<file path="src/rtl/mac32_tb_pkg.sv">
// Shared definitions for the MAC32 stimulus driver: FSM states, IEEE-754
// single-precision corner values and LFSR constants.
package mac32_tb_pkg;

  typedef enum logic [2:0] {
    ST_IDLE   = 3'd0,
    ST_ISSUE  = 3'd1,
    ST_WAIT   = 3'd2,
    ST_REPORT = 3'd3,
    ST_DONE   = 3'd4
  } state_e;

  // +0, -0, +1.0, -1.0, +inf, qNaN, min normal, max finite
  localparam logic [31:0] CORNER_0 = 32'h0000_0000;
  localparam logic [31:0] CORNER_1 = 32'h8000_0000;
  localparam logic [31:0] CORNER_2 = 32'h3F80_0000;
  localparam logic [31:0] CORNER_3 = 32'hBF80_0000;
  localparam logic [31:0] CORNER_4 = 32'h7F80_0000;
  localparam logic [31:0] CORNER_5 = 32'h7FC0_0000;
  localparam logic [31:0] CORNER_6 = 32'h0080_0000;
  localparam logic [31:0] CORNER_7 = 32'h7F7F_FFFF;

  localparam logic [31:0] LFSR_MASK  = 32'h8020_0003;
  localparam logic [31:0] SEED_XOR_B = 32'hA5A5_A5A5;
  localparam logic [31:0] SEED_XOR_C = 32'h5A5A_5A5A;

  function automatic logic [31:0] corner_value(input logic [2:0] k);
    logic [31:0] v;
    case (k)
      3'd0:    v = CORNER_0;
      3'd1:    v = CORNER_1;
      3'd2:    v = CORNER_2;
      3'd3:    v = CORNER_3;
      3'd4:    v = CORNER_4;
      3'd5:    v = CORNER_5;
      3'd6:    v = CORNER_6;
      default: v = CORNER_7;
    endcase
    return v;
  endfunction

endpackage

</file>
<file path="src/rtl/mac32_lfsr.sv">
// 32-bit right-shifting Galois LFSR with synchronous load and step enable.
// A zero seed would lock the register, so it is replaced by 1 on load.
module mac32_lfsr
  import mac32_tb_pkg::*;
(
  input  logic        clk,
  input  logic        rst,
  input  logic        load,
  input  logic [31:0] seed,
  input  logic        en,
  output logic [31:0] state
);

  always_ff @(posedge clk or posedge rst) begin
    if (rst) begin
      state <= 32'h0000_0001;
    end else if (load) begin
      state <= (seed == 32'h0) ? 32'h0000_0001 : seed;
    end else if (en) begin
      state <= {1'b0, state[31:1]} ^ (state[0] ? LFSR_MASK : 32'h0);
    end
  end

endmodule

</file>
<file path="src/rtl/mac32_stim_driver.sv">
// Stimulus driver for a floating-point MAC: issues A/B/C operand triples,
// waits a fixed latency, captures the result and reports it to a checker.
module mac32_stim_driver
  import mac32_tb_pkg::*;
#(
  parameter int PARM_XLEN = 32,
  parameter int PARM_EXP  = 8,
  parameter int PARM_MANT = 23,
  parameter int PARM_BIAS = 127,
  parameter int PARM_LAT  = 3
) (
  input  logic                 clk,
  input  logic                 rst,
  input  logic                 start_i,
  input  logic [15:0]          num_ops_i,
  input  logic [31:0]          seed_i,
  input  logic                 mode_i,
  output logic [PARM_XLEN-1:0] A_o,
  output logic [PARM_XLEN-1:0] B_o,
  output logic [PARM_XLEN-1:0] C_o,
  output logic                 op_valid_o,
  input  logic                 dut_ready_i,
  input  logic [PARM_XLEN-1:0] Result_i,
  output logic                 chk_valid_o,
  output logic [PARM_XLEN-1:0] chk_A_o,
  output logic [PARM_XLEN-1:0] chk_B_o,
  output logic [PARM_XLEN-1:0] chk_C_o,
  output logic [PARM_XLEN-1:0] chk_Result_o,
  output logic                 busy_o,
  output logic                 done_o,
  output logic [15:0]          issued_cnt_o,
  output logic [2:0]           state_o
);

  localparam int LAT_W = (PARM_LAT > 1) ? $clog2(PARM_LAT) : 1;

  if (PARM_LAT < 1 || PARM_EXP + PARM_MANT + 1 != PARM_XLEN ||
      PARM_BIAS != (1 << (PARM_EXP - 1)) - 1) begin : g_bad_param
    $error("mac32_stim_driver: inconsistent float format or latency parameters");
  end

  // Handshake: an operand triple transfers on any rising edge where
  // op_valid_o and dut_ready_i are both high; op_valid_o never drops and the
  // operands never change while waiting for dut_ready_i.

  state_e             state, state_nx;
  logic [15:0]        num_ops_q;
  logic               mode_q;
  logic [LAT_W-1:0]   lat_q;
  logic [31:0]        lfsr_a, lfsr_b, lfsr_c;
  logic [31:0]        gen_a, gen_b, gen_c;
  logic               start_acc, handshake, last_op, lfsr_step;

  assign start_acc = (state == ST_IDLE) && start_i;
  assign handshake = (state == ST_ISSUE) && dut_ready_i;
  assign last_op   = (issued_cnt_o + 16'd1) == num_ops_q;
  assign lfsr_step = (state == ST_REPORT);

  mac32_lfsr u_lfsr_a (.clk(clk), .rst(rst), .load(start_acc), .seed(seed_i),
                       .en(lfsr_step), .state(lfsr_a));
  mac32_lfsr u_lfsr_b (.clk(clk), .rst(rst), .load(start_acc), .seed(seed_i ^ SEED_XOR_B),
                       .en(lfsr_step), .state(lfsr_b));
  mac32_lfsr u_lfsr_c (.clk(clk), .rst(rst), .load(start_acc), .seed(seed_i ^ SEED_XOR_C),
                       .en(lfsr_step), .state(lfsr_c));

  // Corner index follows the completed-op count, so it only moves in REPORT.
  always_comb begin
    gen_a = lfsr_a;
    gen_b = lfsr_b;
    gen_c = lfsr_c;
    if (mode_q) begin
      gen_a = corner_value(issued_cnt_o[2:0]);
      gen_b = corner_value(issued_cnt_o[2:0] + 3'd3);
      gen_c = corner_value(issued_cnt_o[2:0] + 3'd5);
    end
  end

  always_ff @(posedge clk or posedge rst) begin
    if (rst) state <= ST_IDLE;
    else     state <= state_nx;
  end

  always_comb begin
    state_nx = state;
    case (state)
      ST_IDLE:   if (start_i) state_nx = (num_ops_i == 16'd0) ? ST_DONE : ST_ISSUE;
      ST_ISSUE:  if (dut_ready_i) state_nx = ST_WAIT;
      ST_WAIT:   if (lat_q == '0) state_nx = ST_REPORT;
      ST_REPORT: state_nx = last_op ? ST_DONE : ST_ISSUE;
      ST_DONE:   state_nx = ST_IDLE;
      default:   state_nx = ST_IDLE;
    endcase
  end

  always_comb begin
    op_valid_o  = (state == ST_ISSUE);
    chk_valid_o = (state == ST_REPORT);
    done_o      = (state == ST_DONE);
    busy_o      = (state != ST_IDLE);
    state_o     = state;
    A_o         = '0;
    B_o         = '0;
    C_o         = '0;
    if (state == ST_ISSUE) begin
      A_o = PARM_XLEN'(gen_a);
      B_o = PARM_XLEN'(gen_b);
      C_o = PARM_XLEN'(gen_c);
    end
  end

  always_ff @(posedge clk or posedge rst) begin
    if (rst) begin
      num_ops_q    <= '0;
      mode_q       <= 1'b0;
      lat_q        <= '0;
      issued_cnt_o <= '0;
      chk_A_o      <= '0;
      chk_B_o      <= '0;
      chk_C_o      <= '0;
      chk_Result_o <= '0;
    end else begin
      if (start_acc) begin
        num_ops_q    <= num_ops_i;
        mode_q       <= mode_i;
        issued_cnt_o <= '0;
      end
      if (handshake) begin
        chk_A_o <= PARM_XLEN'(gen_a);
        chk_B_o <= PARM_XLEN'(gen_b);
        chk_C_o <= PARM_XLEN'(gen_c);
        lat_q   <= LAT_W'(PARM_LAT - 1);
      end
      if (state == ST_WAIT) begin
        if (lat_q == '0) chk_Result_o <= Result_i;
        else             lat_q <= lat_q - 1'b1;
      end
      if (state == ST_REPORT) issued_cnt_o <= issued_cnt_o + 16'd1;
    end
  end

endmodule

</file>
<file path="config.mk">
export PLATFORM = sky130hd
export DESIGN_NAME = mac32_stim_driver
export DESIGN_NICKNAME = d
export VERILOG_FILES = /design/src/rtl/mac32_tb_pkg.sv /design/src/rtl/mac32_lfsr.sv /design/src/rtl/mac32_stim_driver.sv
export SDC_FILE = /design/constraint.sdc
export NUM_CORES = 1
export LEC_CHECK = 0
export CAP_MARGIN = 20
export CORE_MARGIN = 3
export CORE_UTILIZATION = 49
export DETAILED_ROUTE_END_ITERATION = 16
export PLACE_DENSITY = 0.81
export SYNTH_ARGS = -nofsm -noshare
export SYNTH_HDL_FRONTEND = slang
export SYNTH_SLANG_ARGS = --single-unit
export TNS_END_PERCENT = 20
</file>
<file path="constraint.sdc">
create_clock -name clk -period 10.25 [get_ports clk]
set_input_delay 1.025 -clock clk [delete_from_list [all_inputs] [get_ports clk]]
set_output_delay 1.025 -clock clk [all_outputs]
set_load 0.005 [all_outputs]
</file>
==> results.md, run 1 <==
* Status: complete, no violations
* Setup crit start kind: register
* Slew headroom at 22.79%
* Clock-pin transition on the worst setup and hold timing paths at 60 ps
* Drc violations at 0
* Synthesized area per cell at 8.995 um^2
* Setup bufs post-CTS at 0
* Arrival time worst endpoint at 4060 ps
* Ys async rst share at 100.0%
* Die span in y at 164.9 um
* I/O Buffers at 331
* Static Leak at 7.171 nW
* Top post-synthesis cells by area: dfrtp_1, nand2_1, nor2_1
* Max Freq at 196.8 MHz
* Core Area at 0.02460 mm^2
* Mapped Area at 0.01238 mm^2
* Period utilisation layout at 49.57%
* Initial drt markers at 1158
* Die Span X at 164.9 um
* Worst path cell trace: inv_1 > ha_1 > ha_1 > nor4_1 > a311oi_1 > a21oi_1 > nor2_1 > clkdlybuf4s50_1
* Hold Worst Slack at 474.4 ps
* Hold-fix buffers at CTS at 0
* Crit. End Element: output port
* GRT met1 Usage at 36.42%
* Gr usage total at 28.02%
* Register area share after synthesis at 53.00%
* Share of layout cells above drive strength 1 at 6.659%
* Detail Placement HPWL at 27600 um
* Routed WL per cell at 19.68 um
* Htree depth at 1
* Synth Instances at 1376
* Area Growth Syn to Fin at 35.37%
* Pwr/cell area at 350.0 mW/mm^2
* Fin. Hold Viols at 0
* Total negative setup slack at 0 ps
* RSZ-0062 raised after global routing: false
* Yosys warnings at 0
* Max-cap violations at 0
* DRT Wirelength at 39190 um
* Antenna violations before repair at 0
* EDFF count, synth at 0
* Nets at 1745
* Via count at 11366
* Max incr delay on CP at 930 ps
* Net count after synthesis at 1473
* CP Data Required Time at 9230 ps
* Post-CTS sizing at 0
* Final max-slew violation count at 0
* Die area at 0.02720 mm^2
* Register bit total from synthesis at 262
* Num ports at 332
* First-pass DRT Iterations at 6
* Yosys top cell area share at 52.37%
* Worst min-delay path category: reg -> reg
* Final setup viols at 0
* Worst VDD drop at 0.1916 mV
* ANT cells at 0
* Cts bufs inserted at 29
* Unique masters post-synth at 54
* Largest net degree at the start of global routing at 123
* Num rows at 57
* Clk root buf: clkbuf_16
* Vias per cell at 5.709
* Top_reg_cell synth: dfrtp_1
* Most frequent cell after synthesis: nand2_1
* Vias in the first global route at 10843
* Clock Path Buffers at 3
* Worst skew pair latency at 540 ps
* GRT overflow at 0
* Cell taking the most area after synthesis: dfrtp_1
* Synth top cells by count: nand2_1, dfrtp_1, nor2_1, o21ai_0, clkbuf_1
* First-pass GRT wire length at 60170 um
* Slew @ Worst Pin at 1150 ps
* Top Usage Layer GRT: met2
* Crit-path most repeated cell: ha_1
* Grt met3 use at 5.092%
* Clock sink total at 262
* Crit path kind: reg -> out
* GPL Wtd Cong at 0.9759
* Crit path max-delay cell type: a311oi_1
* Starting Density at 50.30%
* CP Max Fanout at 14
* Worst clock skew at 14.89 ps
* Routed Antenna Nets at 0
* M2 GR Usage at 46.39%
* Min cycle time layout at 5081 ps
* CTS tree: yes
## state kept, by name, indices dropped and copies added (netlist names)
| name | flops |
|---|---|
| chk_C_o | 32 |
| u_lfsr_b.state | 32 |
| chk_A_o | 32 |
| chk_Result_o | 32 |
| mode_q | 1 |
| u_lfsr_a.state | 32 |
| state_o | 3 |
| lat_q | 2 |
| u_lfsr_c.state | 32 |
| issued_cnt_o | 16 |
| chk_B_o | 32 |
| num_ops_q | 16 |
## metrics by stage
step / power, mW / cell area, um^2 / std cells / setup slack (ps) / utilization (%)
finish: 5.865 / 16750 / 1991 / 5169 / 68.10
CTS: 5.885 / 16750 / 1991 / 5243 / 68.10
global route: 6.267 / 16750 / 1991 / 4978 / 68.10
global placement: 4.752 / 15830 / 1941 / 6004 / 64.34
detailed placement: 4.848 / 15830 / 1941 / 5849 / 64.34
floorplan: 3.372 / 12380 / 1376 / 2018 / -
## cell type report
cell class	instances	area [um^2]
Fill cell	1959	7850
Sequential cell	262	6560
Multi-Input combinational cell	994	5371
Timing Repair Buffer	347	3433
Clock buffer	42	824.5
Tap cell	324	405.4
Clock inverter	8	100.1
Inverter	14	60.06
## where the power goes
| part | leakage, nW | switching [mW] | internal, mW | total [mW] |
|---|---|---|---|---|
| sequential | 3.23 | 0.364 | 1.53 | 1.89 |
| combinational | 3.48 | 1.51 | 1.45 | 2.95 |
| clock | 0.457 | 0.414 | 0.605 | 1.02 |
| total | 7.17 | 2.29 | 3.58 | 5.86 |
## per-layer routing
| metal | wire (um) | part of all wire (%) |
|---|---|---|
| met3 | 3297 | 8.4 |
| met1 | 15180 | 39 |
| met2 | 18830 | 48 |
| met4 | 1874 | 4.8 |
| met5 | 0 | 0 |
## layout by cell type, fill, tap and decap left out, drive strengths merged, types with 30 or more instances in the layout
master         synthesis  routed
clkbuf                85      42
dfrtp                259     259
a31oi                 61      61
o21ai                111     111
clkdlybuf4s50          0     331
mux2                  32      32
nor2                 169     169
o31ai                 30      30
nand2                300     300
a21oi                 83      83
## path summary, 6_finish.rpt
path                                      start                  to  slack [ps]  cells past startpoint
worst max-delay path            issued_cnt_o[0]             B_o[26]        5170                      8
worst min-delay path                 chk_B_o[7]          chk_B_o[7]         470                      2
worst max register to register       state_o[1]          chk_C_o[7]        6680                      7
worst min register to register       chk_B_o[7]          chk_B_o[7]         470                      2
max in group asynchronous                   rst  u_lfsr_a.state[28]        7680                      3
min in group asynchronous                   rst     chk_Result_o[1]        1090                      2
## logic make-up after synthesis
| family | Yosys count | synth area share (%) |
|---|---|---|
| adder cells (fa/ha/maj) | 12 | 1.213 |
| XOR/XNOR | 34 | 2.406 |
| AND/OR/NAND/NOR | 555 | 18.56 |
| buffers and inverters | 120 | 3.781 |
| flip-flops | 262 | 53.00 |
| AO/OA/AOI/OAI | 340 | 16.43 |
| multiplexers | 53 | 4.610 |
## critical path, delay by kind of cell (launching register included)
family / cells / cell delay (ps)
adders and majority gates: 2 / 850
and+or+nand+nor: 2 / 260
AOI/OAI and AO/OA: 2 / 1070
DFF: 1 / 620
buffers and inverters: 2 / 720
(Power assumes the default switching activity.)
==> run 2: changes to the inputs <==
==> constraint.sdc (replaced) <==
create_clock -name clk -period 5 [get_ports clk]
set_input_delay 0.5 -clock clk [delete_from_list [all_inputs] [get_ports clk]]
set_output_delay 0.5 -clock clk [all_outputs]
set_load 0.005 [all_outputs]
==> run 2 against run 1 <==
Total power increased by 110%. Largest cell class unchanged. Wire length decreased by 0.85%. Via count increased by 0.51%. Sequential cell count unchanged. Die area unchanged. Hold slack improved by 2.0 ps. Combinational power increased by 110%. Clock skew increased by 12 ps. Cell count increased by 0.35%. Critical endpoint is now B_o[24]. First-iteration DRC count increased by 4.1%. Sequential share of layout area decreased by 0.19 points.
==> results.md, run 2 (synthesized netlist as in run 1, its figures left out) <==
* First-pass GRT wire length at 60270 um
* Clock Path Buffers at 3
* Share of layout cells above drive strength 1 at 6.818%
* Setup crit start kind: register
* Gr usage total at 27.99%
* Final max-slew violation count at 0
* Drc violations at 0
* Max Freq at 219.1 MHz
* Post-Place Cells at 1943
* Die Span X at 164.9 um
* CTS tree: yes
* Vias per cell at 5.718
* Worst skew pair latency at 560 ps
* Setup bufs post-CTS at 0
* Max incr delay on CP at 890 ps
* Area Growth Syn to Fin at 36.04%
* RSZ-0062 raised after global routing: false
* Buf/Inv on CP at 2
* Antenna violations before repair at 2
* Worst path cell trace: inv_1 > ha_1 > ha_1 > nor4_1 > a311oi_1 > a21oi_1 > nor2_1 > clkdlybuf4s50_1
* Detail Placement HPWL at 27760 um
* Vias in the first global route at 10909
* CP Max Fanout at 14
* Most frequent cells in the layout: clkdlybuf4s50_1, nand2_1, dfrtp_1
* Total negative setup slack at 0 ps
* Cts bufs inserted at 28
* Initial drt markers at 1205
* Starting Density at 50.30%
* First-pass DRT Iterations at 5
* Slew headroom at 26.71%
* Crit. End Element: output port
* Htree depth at 1
* Setup WS post-layout at 436.7 ps
* Post-CTS sizing at 0
* Crit path kind: reg -> out
* Largest net degree at the start of global routing at 160
* Static Leak at 7.198 nW
* Max-cap violations at 0
* Via count at 11424
* Slew @ Worst Pin at 1092 ps
* Nets at 1747
* Core Area at 0.02460 mm^2
* Period utilisation layout at 91.27%
* Total Power at 12.10 mW
* Clock-pin transition on the worst setup and hold timing paths at 60 ps
* Hold-fix buffers at CTS at 0
* DRT Wirelength at 38850 um
* Routed Antenna Nets at 0
* Most common cell after layout, fill and taps aside: clkdlybuf4s50_1
* Crit path max-delay cell type: a311oi_1
* CP Data Required Time at 4500 ps
* Min cycle time layout at 4563 ps
* Crit-path most repeated cell: ha_1
* Final setup viols at 0
* Num ports at 332
* Clk root buf: clkbuf_16
* Critical path's top delay family: compound AO/OA/AOI/OAI gates
* Num rows at 57
* Worst VDD drop at 0.4034 mV
* Dpl ws at 795.4 ps
* Worst min-delay path category: in -> async
* Pwr/cell area at 718.8 mW/mm^2
* Status: complete, no violations
* Clock sink total at 262
* Fill count at 1937
* Fin cells at 1998
* GRT overflow at 0
* Util after Layout at 68.43%
* Arrival time worst endpoint at 4060 ps
* Routed WL per cell at 19.44 um
* Die area at 0.02720 mm^2
* GPL Wtd Cong at 0.9478
* I/O Buffers at 331
* Fin. Hold Viols at 0
* Worst clock skew at 26.51 ps
* Die span in y at 164.9 um
run 2: changes by cell type in the layout (fill, tap and decap cells not counted):
cell / change
clkbuf_1: +3
buf_12: +2
bufinv_16: +2
clkbuf_8: -2
diode_2: +2
inv_8: -2
buf_8: +1
clkbuf_16: -1
clkinv_4: -1
clkinv_8: +1
clkinvlp_4: +1
inv_6: +1
nor2_1: -1
nor2_2: +1
run 2: layout make-up:
cell class	count	area (um^2)	share of cell area, %
inverter	14	56.30	0.3344
tap	324	405.4	2.408
sequential	262	6560	38.96
antenna	2	5.005	0.02972
clock buffer	42	783.3	4.652
timing repair buffer	350	3488	20.72
multi-input combinational	994	5374	31.92
clock inverter	10	165.2	0.9809
run 2: final timing paths:
path	from	to	slack, ps	cells past startpoint
hold / removal	rst	chk_Result_o[5]	480	3
max in group asynchronous	rst	chk_C_o[30]	3340	4
min in group clk	chk_B_o[6]	chk_B_o[6]	480	2
hold reg to reg	chk_B_o[6]	chk_B_o[6]	480	2
setup / recovery	issued_cnt_o[0]	B_o[24]	440	8
setup reg to reg	issued_cnt_o[0]	state_o[0]	1820	8
run 2: stage by stage:
step	hold WS (ps)	area [um^2]
floorplan	465.2	12380
global placement	460.5	15870
detailed placement	464.6	15870
CTS	476.7	16820
global route	488.8	16830
finish	476.4	16840
run 2: worst min-delay path, delay by kind of cell:
family	cells	cell delay (ps)
buffers and inverters	3	1060
run 2: metal layers:
| layer | up-vias | global-route usage (%) | share of wire, % |
|---|---|---|---|
| li1 | 5278 | - | - |
| met1 | 5504 | 36.40 | 39 |
| met2 | 526 | 45.51 | 48 |
| met3 | 116 | 5.568 | 8.2 |
| met4 | 0 | 12.50 | 5.1 |
| met5 | - | 0 | 0 |
run 2: report_power, final:
| part | switching (mW) | internal [mW] | total (mW) |
|---|---|---|---|
| logic | 3.08 | 2.99 | 6.07 |
| registers | 0.758 | 3.13 | 3.89 |
| clock network | 0.855 | 1.29 | 2.14 |
